### config.mk
export PLATFORM = sky130hd
export DESIGN_NAME = ls299
export DESIGN_NICKNAME = d
export VERILOG_FILES = /design/src/rtl/ls299.sv
export SDC_FILE = /design/constraint.sdc
export NUM_CORES = 1
export LEC_CHECK = 0
export ABC_AREA = 1
export CAP_MARGIN = 5
export CORE_MARGIN = 1
export CORE_UTILIZATION = 35
export CTS_CLUSTER_DIAMETER = 50
export CTS_CLUSTER_SIZE = 16
export DETAILED_ROUTE_END_ITERATION = 8
export GPL_ROUTABILITY_DRIVEN = 0
export GPL_TIMING_DRIVEN = 0
export PLACE_DENSITY = 0.73
export SLEW_MARGIN = 20
export SYNTH_ARGS = -nofsm -noshare
export SYNTH_HDL_FRONTEND = slang
export SYNTH_SLANG_ARGS = --single-unit
### constraint.sdc
create_clock -name CLK -period 0.9 [get_ports CLK]
set_clock_uncertainty 0.15 [all_clocks]
set_input_delay 0.18 -clock CLK [delete_from_list [all_inputs] [get_ports CLK]]
set_output_delay 0.18 -clock CLK [all_outputs]
set_load 0.01 [all_outputs]
### src/rtl/ls299.sv
// ls299 -- 8-bit universal shift/storage register (SN74LS299 cycle model).
// Modes {S1,S0}: 00 hold, 01 shift right (SR -> QA), 10 shift left (SL -> QH),
// 11 parallel load. CKE qualifies the device clock on the system clock.
// CLR_N clears asynchronously; its release passes through a 2-stage
// synchronizer, so the register stays cleared for two more edges.
// Optional build macro: LS299_TRISTATE_EN replaces IO_I/IO_O/IO_OE with a
// single bidirectional IO bus (board-level simulation only).
module ls299 #(
  parameter int WIDTH = 8
) (
  input  logic             CLK,
  input  logic             CLR_N,
  input  logic             CKE,
  input  logic             S0,
  input  logic             S1,
  input  logic             G1_N,
  input  logic             G2_N,
  input  logic             SR,
  input  logic             SL,
`ifdef LS299_TRISTATE_EN
  inout  wire  [WIDTH-1:0] IO,
`else
  input  logic [WIDTH-1:0] IO_I,
  output logic [WIDTH-1:0] IO_O,
  output logic             IO_OE,
`endif
  output logic             QA_P,
  output logic             QH_P
);

  logic [1:0]       sync_q, sync_d;
  logic [WIDTH-1:0] q_q, q_d;
  logic [WIDTH-1:0] pin_in;
  logic             run;
  logic             oe;

  // Load mode always releases the pins so an external bus can drive them.
  assign oe = !G1_N && !G2_N && !(S1 && S0);

`ifdef LS299_TRISTATE_EN
  assign IO     = oe ? q_q : {WIDTH{1'bz}};
  assign pin_in = IO;
`else
  assign pin_in = IO_I;
  assign IO_O   = q_q;
  assign IO_OE  = oe;
`endif

  assign QA_P = q_q[0];
  assign QH_P = q_q[WIDTH-1];
  assign run  = sync_q[1];

  // Deassertion synchronizer: shifts ones in after CLR_N releases.
  always_comb begin
    sync_d = {sync_q[0], 1'b1};
  end

  // Synchronizer register; cleared at once when CLR_N asserts.
  always_ff @(posedge CLK or negedge CLR_N) begin
    if (!CLR_N) sync_q <= '0;
    else        sync_q <= sync_d;
  end

  // Mode decode; nothing happens until the synchronizer has released.
  always_comb begin
    q_d = q_q;
    if (run && CKE) begin
      case ({S1, S0})
        2'b01:   q_d = {q_q[WIDTH-2:0], SR};
        2'b10:   q_d = {SL, q_q[WIDTH-1:1]};
        2'b11:   q_d = pin_in;
        default: q_d = q_q;
      endcase
    end
  end

  // Storage register with asynchronous clear.
  always_ff @(posedge CLK or negedge CLR_N) begin
    if (!CLR_N) q_q <= '0;
    else        q_q <= q_d;
  end

endmodule

==> out/qor.yml <==
status:
  status: "complete, but fails checks"
  failed_checks: "design-rule violations, negative setup slack"
cts:
  holdBufCountCts: 0
  path_clk_slew_ns: 0.06
  insertion_delay_ns: 0.26
  htree_num_levels: 1
  clockBufferDepth: 2
  cts_num_sinks: 10
  cts_tree: "built"
  cts_buffers: 3
  clockRootBuffer: "clkbuf_4"
synth:
  synth-seq-area-share_pct: 41.6
  synth_top_area_share_pct: 41.6
  syn-num-nets: 97
  synth_area_leaders: "dfrtp_1 42%, nand2_1 21%, nand3_1 20%"
  ys_ff_latch: 10
  syn_avg_cell_area_um2: 7.52
  syn_area_um2: 602
  synth_cell_types: 13
  syn_inst: 80
  synth_warnings: 0
  synth_largest_area_cell: "dfrtp_1"
global_routing:
  grt_pass1_vias: 667
  grt_start_max_net_pins: 11
  antenna_found_initial: 0
  grt_usage_pct: 20.3
  grt_pass1_wl_um: 2820
  grt_overflow: 0
floorplan:
  die_x_um: 43.5
  rows: 14
  die-area_mm2: 0.00189
  io_pins: 28
  die_height_um: 43.5
  coreArea_mm2: 0.00156
  start_util_pct: 38.6
route:
  first_pass_iters: 6
  ant_nets: 0
  wirelength_um: 1880
  vias: 709
  wire_per_inst_um: 13.6
  drt_iter0_drc: 20
  via_per_inst: 5.14
  drc_errors: 4
pwr:
  p_leak_nw: 0.564
  powerDensity_mw_per_mm2: 1500
  vdd_drop_max_mv: 1.25
  power_mw: 1.61
timing:
  hold_viol: 0
  rsz0062_at_grt: "yes"
  fmax_mhz: 813
  period_share_pct: 137
  period_needed_ns: 1.23
  setup_viol: 19
  final_max_slew_viol_count: 0
  worst_slack_ns: -0.329
final_layout:
  nets: 141
  fin_util_pct: 69.1
  antennaDiodeCount: 0
  mostFrequentLayoutCell: "nand2_1"
  area_growth_pct: 79.0
  drive_gt1_share_pct: 45.9
  final_cell_mix: "28 x nand2_1, 14 x nand3_1, 11 x buf_6, 11 x clkdlybuf4s50_1, 11 x buf_2"
critical_path:
  cp.arrival_ns: 0.90
  worst-setup-path-type: "reg2out"
  cp-end-kind: "output pin"
  worstSetupEndpoint: "IO_O[0]"
  critPathMaxFanout: 3
  rr_worst_depth: 5
  crit_start: "IO_O[0]"
  r2r_setup_slack_ns: -0.15
  cp.required_ns: 0.57
  startpoint_type: "register"
  r2r_end: "IO_O[1]"
  r2r_start: "IO_O[0]"
worst_hold_path:
  worstHoldPathType: "in2async"
flow_run:
  maxCapViolCount: 0
place:
  io_buffer_count: 25
  post-dp-hpwl_um: 1080
worst min path at each step:
stage | startpoint | to | cells after the start
2_1_floorplan | CLR_N | IO_O[0] | 0
3_3_place_gp | sync_q[0] | sync_q[1] | 0
3_5_place_dp | sync_q[0] | sync_q[1] | 0
4_1_cts | CLR_N | IO_O[7] | 1
5_1_grt | CLR_N | IO_O[7] | 1
6_report | CLR_N | IO_O[7] | 1
flip-flops by register name, summed over array words and instances (netlist names):
signal,flops
IO_O,8
sync_q,2
cell usage after synthesis (all sizes together):
cell / count
nand2: 33
nand3: 24
o21bai: 1
a21oi: 1
inv: 3
nor2: 1
o21ai: 1
dfrtp: 10
buf: 5
conb: 1
per-layer routing:
| metal | up-vias | part of all wire [%] | wire length [um] | GRT usage, % |
|---|---|---|---|---|
| met5 | - | 0 | 0 | 0 |
| met2 | 28 | 51 | 961 | 33.0 |
| met1 | 331 | 41 | 762 | 25.8 |
| li1 | 344 | - | - | - |
| met4 | 0 | 2.2 | 42 | 11.3 |
| met3 | 6 | 6.1 | 115 | 3.33 |
through the flow:
step | std cells | instance area, um^2 | setup WS [ns] | setup TNS [ns] | hold WS [ns]
floorplan | 80 | 612 | -0.0382 | -0.306 | -0.266
global placement | 121 | 882 | -0.723 | -8.83 | 0.182
detailed placement | 121 | 882 | -0.759 | -8.99 | 0.186
CTS | 133 | 1010 | -0.325 | -3.47 | 0.0984
global route | 138 | 1080 | -0.354 | -4.31 | 0.106
finish | 138 | 1080 | -0.329 | -3.54 | 0.0779
kinds of logic after synthesis:
logic type             after synthesis  share of synthesized area [%]
flip-flops                          10                           41.6
AND/OR/NAND/NOR                     58                           41.2
AO/OA/AOI/OAI                        3                           5.41
other                                1                          0.623
buffers and inverters                8                           11.2
report_power, final:
part | switching, mW | internal (mW) | total (mW)
Clock | 0.145 | 0.154 | 0.300
Combinational | 0.322 | 0.408 | 0.730
Sequential | 0.0571 | 0.524 | 0.581
Total | 0.525 | 1.09 | 1.61
worst max-delay path, cell delays in order, from the launching register on:
cell and delay [ns]:
dfrtp_1 0.40, buf_6 0.12, buf_6 0.11
final cells by class:
| type | instances | area [um^2] |
|---|---|---|
| fill | 126 | 482 |
| buffer | 5 | 73.8 |
| timing repair buffer | 39 | 324 |
| multi-input combinational | 62 | 360 |
| inverter | 3 | 26.3 |
| clock buffer | 3 | 22.5 |
| tap | 16 | 20.0 |
| sequential | 10 | 250 |
timing repair:
action / CTS / global route
gates resized for setup: 74 / 10
setup endpoints to repair: 19 / 19
pin swaps: 8 / 10
setup buffers: 9 / 5
hold endpoints to repair: 0 / 0
gates cloned: 0 / 0
Power figures use the tool's default switching activity.
